`src/rtl/vec_player_capture.sv`:
```
// Vector player / response capture: plays stored stimulus words into a DUT, compares each
// settled response against a stored expectation and folds every response into a signature.
module vec_player_capture #(
   parameter  int IN_W   = 41,
   parameter  int OUT_W  = 32,
   parameter  int DEPTH  = 16,
   parameter  int SETTLE = 1,
   localparam int AW     = $clog2(DEPTH)
) (
   input  logic              clk,
   input  logic              rst_n,
   input  logic              ld_en,
   input  logic [AW-1:0]     ld_addr,
   input  logic [IN_W-1:0]   ld_data,
   input  logic [OUT_W-1:0]  ld_exp,
   input  logic              start,
   input  logic              stop,
   input  logic [1:0]        mode,
   input  logic [AW:0]       num_vec,
   output logic [IN_W-1:0]   dut_in,
   input  logic [OUT_W-1:0]  dut_out,
   output logic              busy,
   output logic              done,
   output logic [AW-1:0]     vec_idx,
   output logic [15:0]       mismatch_cnt,
   output logic              fail_seen,
   output logic [AW-1:0]     first_fail_idx,
   output logic [OUT_W-1:0]  signature
);

   localparam logic [3:0]  SETTLE_LD = 4'(SETTLE - 1);
   localparam logic [AW:0] DEPTH_V   = (AW + 1)'(DEPTH);
   localparam logic [1:0]  MODE_LOOP = 2'b01;
   localparam logic [1:0]  MODE_SOM  = 2'b10;

   typedef enum logic [1:0] {IDLE, SETTLE_W, SAMPLE, DONE} state_t;

   state_t            state, state_nxt;
   logic [IN_W-1:0]   vmem [DEPTH];
   logic [OUT_W-1:0]  emem [DEPTH];
   logic [1:0]        mode_r;
   logic [AW:0]       n_r;
   logic [3:0]        settle_cnt;
   logic              mis;
   logic              last;
   logic              do_start;
   logic              do_sample;
   logic              do_advance;
   logic [AW-1:0]     idx_nxt;

   function automatic logic [15:0] sat_inc16(input logic [15:0] v);
      return (v == 16'hFFFF) ? v : v + 16'd1;
   endfunction

   function automatic logic [OUT_W-1:0] sig_fold(input logic [OUT_W-1:0] s,
                                                 input logic [OUT_W-1:0] r);
      return {s[OUT_W-2:0], s[OUT_W-1]} ^ r;
   endfunction

   // Memory is deliberately outside the reset domain so loaded vectors survive rst_n.
   always_ff @(posedge clk) begin
      if (ld_en && state == IDLE) begin
         vmem[ld_addr] <= ld_data;
         emem[ld_addr] <= ld_exp;
      end
   end

   always_ff @(posedge clk or negedge rst_n) begin
      if (!rst_n) state <= IDLE;
      else        state <= state_nxt;
   end

   always_comb begin
      state_nxt  = state;
      do_start   = 1'b0;
      do_sample  = 1'b0;
      do_advance = 1'b0;
      mis        = (dut_out != emem[vec_idx]);
      last       = ({1'b0, vec_idx} == n_r - 1'b1);
      idx_nxt    = (last && mode_r == MODE_LOOP) ? '0 : vec_idx + 1'b1;
      case (state)
         IDLE: begin
            if (start) begin
               do_start  = 1'b1;
               state_nxt = SETTLE_W;
            end
         end
         SETTLE_W: begin
            if (stop)                   state_nxt = DONE;
            else if (settle_cnt == 4'd0) state_nxt = SAMPLE;
         end
         SAMPLE: begin
            do_sample = 1'b1;
            // Only loop mode runs past the last vector; stop-on-mismatch ends a clean pass too.
            if (stop)                           state_nxt = DONE;
            else if (mode_r == MODE_SOM && mis) state_nxt = DONE;
            else if (last && mode_r != MODE_LOOP) state_nxt = DONE;
            else begin
               do_advance = 1'b1;
               state_nxt  = SETTLE_W;
            end
         end
         DONE:    state_nxt = IDLE;
         default: state_nxt = IDLE;
      endcase
   end

   always_ff @(posedge clk or negedge rst_n) begin
      if (!rst_n) begin
         dut_in         <= '0;
         vec_idx        <= '0;
         mismatch_cnt   <= '0;
         fail_seen      <= 1'b0;
         first_fail_idx <= '0;
         signature      <= '0;
         mode_r         <= '0;
         n_r            <= '0;
         settle_cnt     <= '0;
      end else begin
         if (do_start) begin
            mode_r         <= (mode == 2'b11) ? 2'b00 : mode;
            n_r            <= (num_vec == '0 || num_vec > DEPTH_V) ? DEPTH_V : num_vec;
            vec_idx        <= '0;
            dut_in         <= vmem[0];
            mismatch_cnt   <= '0;
            fail_seen      <= 1'b0;
            first_fail_idx <= '0;
            signature      <= '0;
            settle_cnt     <= SETTLE_LD;
         end
         if (state == SETTLE_W && settle_cnt != 4'd0)
            settle_cnt <= settle_cnt - 4'd1;
         if (do_sample) begin
            signature <= sig_fold(signature, dut_out);
            if (mis) begin
               mismatch_cnt <= sat_inc16(mismatch_cnt);
               if (!fail_seen) begin
                  fail_seen      <= 1'b1;
                  first_fail_idx <= vec_idx;
               end
            end
         end
         if (do_advance) begin
            vec_idx    <= idx_nxt;
            dut_in     <= vmem[idx_nxt];
            settle_cnt <= SETTLE_LD;
         end
      end
   end

   assign busy = (state != IDLE);
   assign done = (state == DONE);

endmodule

```
`config.mk`:
```
export PLATFORM = sky130hd
export DESIGN_NAME = vec_player_capture
export DESIGN_NICKNAME = d
export VERILOG_FILES = /design/src/rtl/vec_player_capture.sv
export SDC_FILE = /design/constraint.sdc
export NUM_CORES = 1
export LEC_CHECK = 0
export BUFFER_PORTS_ARGS = -buffer_cell sky130_fd_sc_hd__buf_2
export CORE_ASPECT_RATIO = 0.7
export CORE_MARGIN = 5
export CORE_UTILIZATION = 55
export CTS_CLUSTER_SIZE = 24
export DETAILED_ROUTE_END_ITERATION = 6
export PLACE_DENSITY_LB_ADDON = 0.3
export REMOVE_ABC_BUFFERS = 1
export SLEW_MARGIN = 20
export SYNTH_ARGS = -nofsm -noshare
export SYNTH_HDL_FRONTEND = slang
export SYNTH_SLANG_ARGS = --single-unit
```
`constraint.sdc`:
```
create_clock -name clk -period 7.4 [get_ports clk]
set_input_delay 1.11 -clock clk [delete_from_list [all_inputs] [get_ports clk]]
set_output_delay 1.11 -clock clk [all_outputs]
set_load 0.01 [all_outputs]
```
Word level (Yosys, flattened, before mapping)
Memory sizes are Yosys's and may differ from the RTL's.
Index checks and enable logic that the tools add are counted.
{"block": "word_totals", "ramBits": 1168, "n_memories": 2, "register_bits": 111, "out_inout_bits": 100}
{"name": "vmem", "words": 16, "word_bits": 41, "read_ports": 2, "rd_clocked_by_memory_dff": 0, "write_ports": 1, "line_no": "39", "text": "logic [IN_W-1:0] vmem [DEPTH];"}
{"name": "emem", "words": 16, "word_bits": 32, "read_ports": 1, "rd_clocked_by_memory_dff": 0, "write_ports": 1, "line_no": "40", "text": "logic [OUT_W-1:0] emem [DEPTH];"}
{"block": "op_classes", "n_lt_le_gt_ge": 1, "muxes": 39, "n_eq_ne": 13, "n_bitwise": 1, "reduce_logical": 15, "add_sub_neg": 4}
{"op": "two-way mux 41 bit", "n": 2}
{"op": "two-way mux 16 bit", "n": 4}
{"op": "two-way mux 32 bit", "n": 2}
{"op": "two-way mux 4 bit", "n": 9}
{"op": "!= test 32 bit", "n": 1}
{"op": "XOR 32 bit", "n": 1}
{"op": "adder 16 x 1 -> 16 bit (second input constant)", "n": 1}
{"op": "== test 16 bit (second input constant)", "n": 1}
{"op": "two-way mux 2 bit", "n": 7}
{"op": "two-way mux 1 bit", "n": 13}
{"op": "== test 2 bit (second input constant)", "n": 4}
{"op": "one-hot mux 2 bit (4 select lines)", "n": 1}
{"op": "!= test 3 bit (second input constant)", "n": 2}
{"op": "nonzero test 2 bit", "n": 3}
{"op": "== test 4 x 5 -> 1 bit", "n": 1}
{"op": "greater-than comparator 5 bit (second input constant)", "n": 1}
{"op": "logical AND 1 bit", "n": 5}
{"op": "zero test 5 bit", "n": 1}
{"op": "two-way mux 5 bit", "n": 1}
{"op": "subtractor 5 x 1 -> 5 bit (second input constant)", "n": 1}
{"op": "adder 4 x 1 -> 4 bit (second input constant)", "n": 1}
{"op": "== test 2 x 1 -> 1 bit (second input constant)", "n": 2}
{"op": "zero test 4 bit", "n": 1}
{"op": "nonzero test 4 bit", "n": 1}
{"op": "7 further kinds", "n": 7}

Depth between registers and ports, before layout
{"block": "depth", "ltp_word": 8, "ltp_mapped": 17, "mapped_depth_nobuf": 11}

Worst setup path after synthesis
Ideal clock, no wire load.
{"block": "synth_path", "path_type": "input-to-reg", "start": "input ld_en", "end": "memory emem[0][0], enable pin", "required_time_ns": 6.805, "arrival_ns": 6.498, "path_stages": 3, "path_slack_ns": 0.308, "setup_time_ns": 0.595, "path_cell_list": "nand2_1 -> or3_1 -> nor3_1"}
{"block": "synth_between", "elab_chain_cells": 3}
{"element": "start, declared", "line_no": "12", "text": "input logic ld_en,"}
{"element": "logical AND 1 bit", "line_no": "62", "text": "if (ld_en && state == IDLE) begin"}
{"element": "two-way mux 1 bit", "line_no": "62"}
{"element": "two-way mux 1 bit (not written as such)", "line_no": "64", "text": "emem[ld_addr] <= ld_exp;"}
{"element": "end, declared", "line_no": "40"}
No other way between the ends.

Worst setup path in the final report
{"block": "layout_path", "start": "register vec_idx[1]", "end": "register vec_idx[0]"}
{"block": "layout_between", "elab_chain_cells": 7, "elab_cells_between_ends": 13}
{"element": "start, declared", "line_no": "24", "text": "output logic [AW-1:0] vec_idx,"}
{"element": "start signal, assigned", "line_no": "144", "text": "vec_idx <= idx_nxt;"}
{"element": "memory (16 x 32 bit) / == test 4 x 5 -> 1 bit (equally long branches)"}
{"element": "!= test 32 bit / logical AND 1 bit (equally long branches)", "line_no": "78, 97"}
{"element": "logical AND 1 bit / two-way mux 1 bit (equally long branches)", "line_no": "96, 97"}
{"element": "two-way mux 1 bit", "line_no": "96", "text": "else if (mode_r == MODE_SOM && mis) state_nxt = DONE;"}
{"element": "two-way mux 1 bit", "line_no": "95", "text": "if (stop) state_nxt = DONE;"}
{"element": "two-way mux 1 bit", "line_no": "81", "text": "case (state)"}
{"element": "two-way mux 4 bit / nonzero test 2 bit (equally long branches)"}
Several ways; a longest one is shown, not always the timed one.
A chain may end at the register's enable or synchronous reset.

==> flow_metrics.env <==
export IMPL_worstSetupPathType="register to register"
export IMPL_final_setup_skew_ps=26.0
export IMPL_cts_max_level=3
export IMPL_rsz0062_at_grt="no"
export IMPL_placement_rows=93
export IMPL_grt_start_max_net_pins=134
export IMPL_cts_sink_count=1279
export IMPL_ff2ff_setup_slack_ps=1930
export IMPL_first_global_vias=28300
export IMPL_most_frequently_used_flop_master_after_synthesis="sky130_fd_sc_hd__edfxtp_1"
export IMPL_drc=0
export IMPL_synth_most_common_cell="sky130_fd_sc_hd__edfxtp_1"
export IMPL_synthDominantAreaCellType="sky130_fd_sc_hd__edfxtp_1"
export IMPL_maximum_count_of_clock_buffers_along_a_single_path=3
export IMPL_grt_util_all_layers_pct=25.6
export IMPL_timing_worst_slew_pin_value_ps=1050
export IMPL_drt_iter0_drc=3411
export IMPL_crit_path_top_cell_by_count="sky130_fd_sc_hd__buf_4"
export IMPL_synthTopCellsByCount="sky130_fd_sc_hd__edfxtp_1, sky130_fd_sc_hd__mux2i_1, sky130_fd_sc_hd__nand2_1, sky130_fd_sc_hd__mux4_2, sky130_fd_sc_hd__dfrtp_1"
export IMPL_setup_viol=0
export IMPL_pwr_density_cell_nw_per_um2=337
export IMPL_worstSetupStartpointType="register"
export IMPL_max_slew_margin_pct=29.7
export IMPL_ff_latch_area_um2=37900
export IMPL_core_area_um2=92000
export IMPL_maxSlewViolCount=0
export IMPL_vias=28200
export IMPL_grt_antenna_before_repair=15
export IMPL_io_buffer_count=220
export IMPL_start_util_pct=55.5
export IMPL_die_width_um=374
export IMPL_floorplan_die_area_um2=99200
export IMPL_critical_path_max_stage_delay_ps=1050
export IMPL_power_frac_clock_pct=30.4
export IMPL_status="finished clean"
export IMPL_min_delay_path_class="primary input to asynchronous set/reset pin"
export IMPL_gr_total_overflow=0
export IMPL_design_portCount=221
export IMPL_cts_resized=0
export IMPL_syn_inst=2874
export IMPL_critical_path_arrival_ps=6070
export IMPL_numCtsBuffers=115
export IMPL_cell_internal_power_dissipation_uw=13600
export IMPL_crit_required_ps=8000
export IMPL_final_cell_utilization_of_the_core_pct=62.4
export IMPL_min_period_ps=5470
export IMPL_syn_avg_cell_area_um2=17.8
export IMPL_cts_clk_slew_worst_paths_ps=70
export IMPL_timing_final_crit_share_pct=73.9
export IMPL_clk_insertion_delay_late_ps=730
export IMPL_max_vdd_ir_drop_mv=0.308
export IMPL_fraction_of_final_layout_cells_sized_beyond_drive_strength_1_pct=21.1
export IMPL_hold_buffer_count_at_cts=0
export IMPL_worst_path_dominant_cell_family="buffers and inverters"
export IMPL_cp_num_buf_inv=2
export IMPL_drt_first_pass_iters=5
export IMPL_avgRoutedWirePerCell_um=29.0
export IMPL_ys_ff_latch=1279
export IMPL_clockRootBuffer="sky130_fd_sc_hd__clkbuf_16"
export IMPL_synthDominantCellAreaShare_pct=68.6
export IMPL_layout_area_overhead_vs_synth_pct=12.5
export IMPL_place_area_um2=53700
export IMPL_grt_pass1_wl_mm=188
export IMPL_finish_net_count=3241
export IMPL_tritoncts="done"
export IMPL_postCtsSetupBuffers=0
export IMPL_finalWirelength_mm=129
export IMPL_final_hold_viol_count=0
export IMPL_yosysWarnings=0
export IMPL_async_flop_share_pct=8.68
export IMPL_max_freq_mhz=183
export IMPL_crit_slowest_cell="sky130_fd_sc_hd__dfrtp_4"
export IMPL_holdWs_ps=443
export IMPL_mappedNetlistArea_um2=51100
export IMPL_route_antenna_remaining_nets=0
export IMPL_gpl_final_weighted_congestion=0.799
export IMPL_die_height_um=265
export IMPL_max_cap_viols=0
export IMPL_dp_hpwl_mm=70.7
export IMPL_pwr_share_seq_pct=44.5
export IMPL_critical_path_cell_chain="buf_4, mux4_2, mux2i_1, xnor2_1, nor3_1, a31oi_1, a2111oi_2, a311oi_2, nor4_4, buf_4, mux2_1"
export IMPL_final_area_um2=57500
export IMPL_static_leakage_uw=0.0195
export IMPL_ys_types=68
export IMPL_p_sw_uw=5840
export IMPL_crit_fanout=63
export IMPL_avgViaCountPerCell=6.32
export IMPL_multiInputGateArea_um2=12600
export IMPL_critPathCaptureType="register"
export IMPL_switching_part_of_the_total_pct=30.1
export IMPL_synthTopCellsByArea="sky130_fd_sc_hd__edfxtp_1, sky130_fd_sc_hd__mux2i_1, sky130_fd_sc_hd__mux4_2"
export IMPL_total_power_uw=19400
export IMPL_n_fill_cell=6356
export IMPL_synth_edf_count=1168
export IMPL_p_comb_share_pct=25.1
export IMPL_synth_seq_area_share_pct=74.1
==> power by group through the flow <==
stage | Sequential, uW | Clock, uW | Combinational, uW
floorplan | 8970 | 0 | 3440
global placement | 8760 | 0 | 4710
detailed placement | 8780 | 0 | 4840
CTS | 8630 | 5960 | 4860
global route | 8670 | 6280 | 5230
finish | 8630 | 5890 | 4870
==> worst paths after layout <==
| path | startpoint | to | cells past startpoint |
|---|---|---|---|
| worst max-delay path | vec_idx[1] | vec_idx[0] | 11 |
| worst min-delay path | rst_n | signature[11] | 1 |
| worst max register to register | vec_idx[1] | vec_idx[0] | 11 |
| worst min register to register | fail_seen | fail_seen | 1 |
| max in group asynchronous | rst_n | dut_in[39] | 2 |
| min in group clk | fail_seen | fail_seen | 1 |
==> logic make-up (layout without fill, tap and decap cells) <==
kind of cell / count (synthesis) / count (layout) / synth area share (%)
buf+inv: 181 / 523 / 1.63
other cells: 0 / 9 / 0
flops: 1279 / 1279 / 74.1
xor+xnor: 101 / 101 / 1.73
compound gates: 391 / 391 / 5.11
fa+ha+maj: 6 / 6 / 0.147
simple gates: 410 / 410 / 3.75
mux: 506 / 506 / 13.6
==> cells in the final DEF (no fill, tap or decap), types with 18 or more instances in the layout <==
| cell | count |
|---|---|
| sky130_fd_sc_hd__inv_1 | 19 |
| sky130_fd_sc_hd__clkbuf_1 | 33 |
| sky130_fd_sc_hd__a211oi_1 | 25 |
| sky130_fd_sc_hd__clkbuf_16 | 117 |
| sky130_fd_sc_hd__o21ai_0 | 106 |
| sky130_fd_sc_hd__nor3_1 | 20 |
| sky130_fd_sc_hd__nand3_1 | 96 |
| sky130_fd_sc_hd__mux2_2 | 25 |
| sky130_fd_sc_hd__xnor2_1 | 74 |
| sky130_fd_sc_hd__nor2_1 | 39 |
| sky130_fd_sc_hd__buf_4 | 60 |
| sky130_fd_sc_hd__clkinv_1 | 22 |
| sky130_fd_sc_hd__buf_2 | 219 |
| sky130_fd_sc_hd__xor2_1 | 25 |
| sky130_fd_sc_hd__mux4_2 | 146 |
| sky130_fd_sc_hd__nand2_1 | 153 |
| sky130_fd_sc_hd__a22o_1 | 32 |
| sky130_fd_sc_hd__edfxtp_1 | 1168 |
| sky130_fd_sc_hd__dfrtp_1 | 109 |
| sky130_fd_sc_hd__mux2i_1 | 334 |
| sky130_fd_sc_hd__clkinv_2 | 20 |
| sky130_fd_sc_hd__o31ai_1 | 18 |
| sky130_fd_sc_hd__a21oi_1 | 102 |
==> routing by layer <==
| layer | GRT usage [%] | part of all wire [%] |
|---|---|---|
| met3 | 6.34 | 10 |
| met5 | 0 | 0.026 |
| met4 | 7.43 | 2.8 |
| met2 | 40.0 | 47 |
| met1 | 36.6 | 41 |
==> final cells by class <==
class	instances	share of cell area, %
Antenna cell	9	0.0392
Inverter	20	0.131
Sequential cell	1279	65.9
Multi-Input combinational cell	1414	22.0
Tap cell	1235	2.69
Clock inverter	64	1.01
Timing Repair Buffer	284	2.86
Clock buffer	155	5.43
==> registers in the layout, summed over array words and instances (netlist names), 2 cells and up <==
register,count
state,2
first_fail_idx,4
mismatch_cnt,16
n_r,5
signature,32
emem,512
vec_idx,4
dut_in,41
vmem,656
mode_r,2
settle_cnt,4
==> per-stage QoR <==
step	setup TNS (ps)	std cells	worst slack (ps)
2_1_floorplan	-726130	2713	-11780
6_report	0	4460	1930
5_1_grt	0	4456	1600
4_1_cts	0	4451	2040
3_5_place_dp	0	4232	2050
3_3_place_gp	0	4231	2160
(Power assumes the default switching activity.)
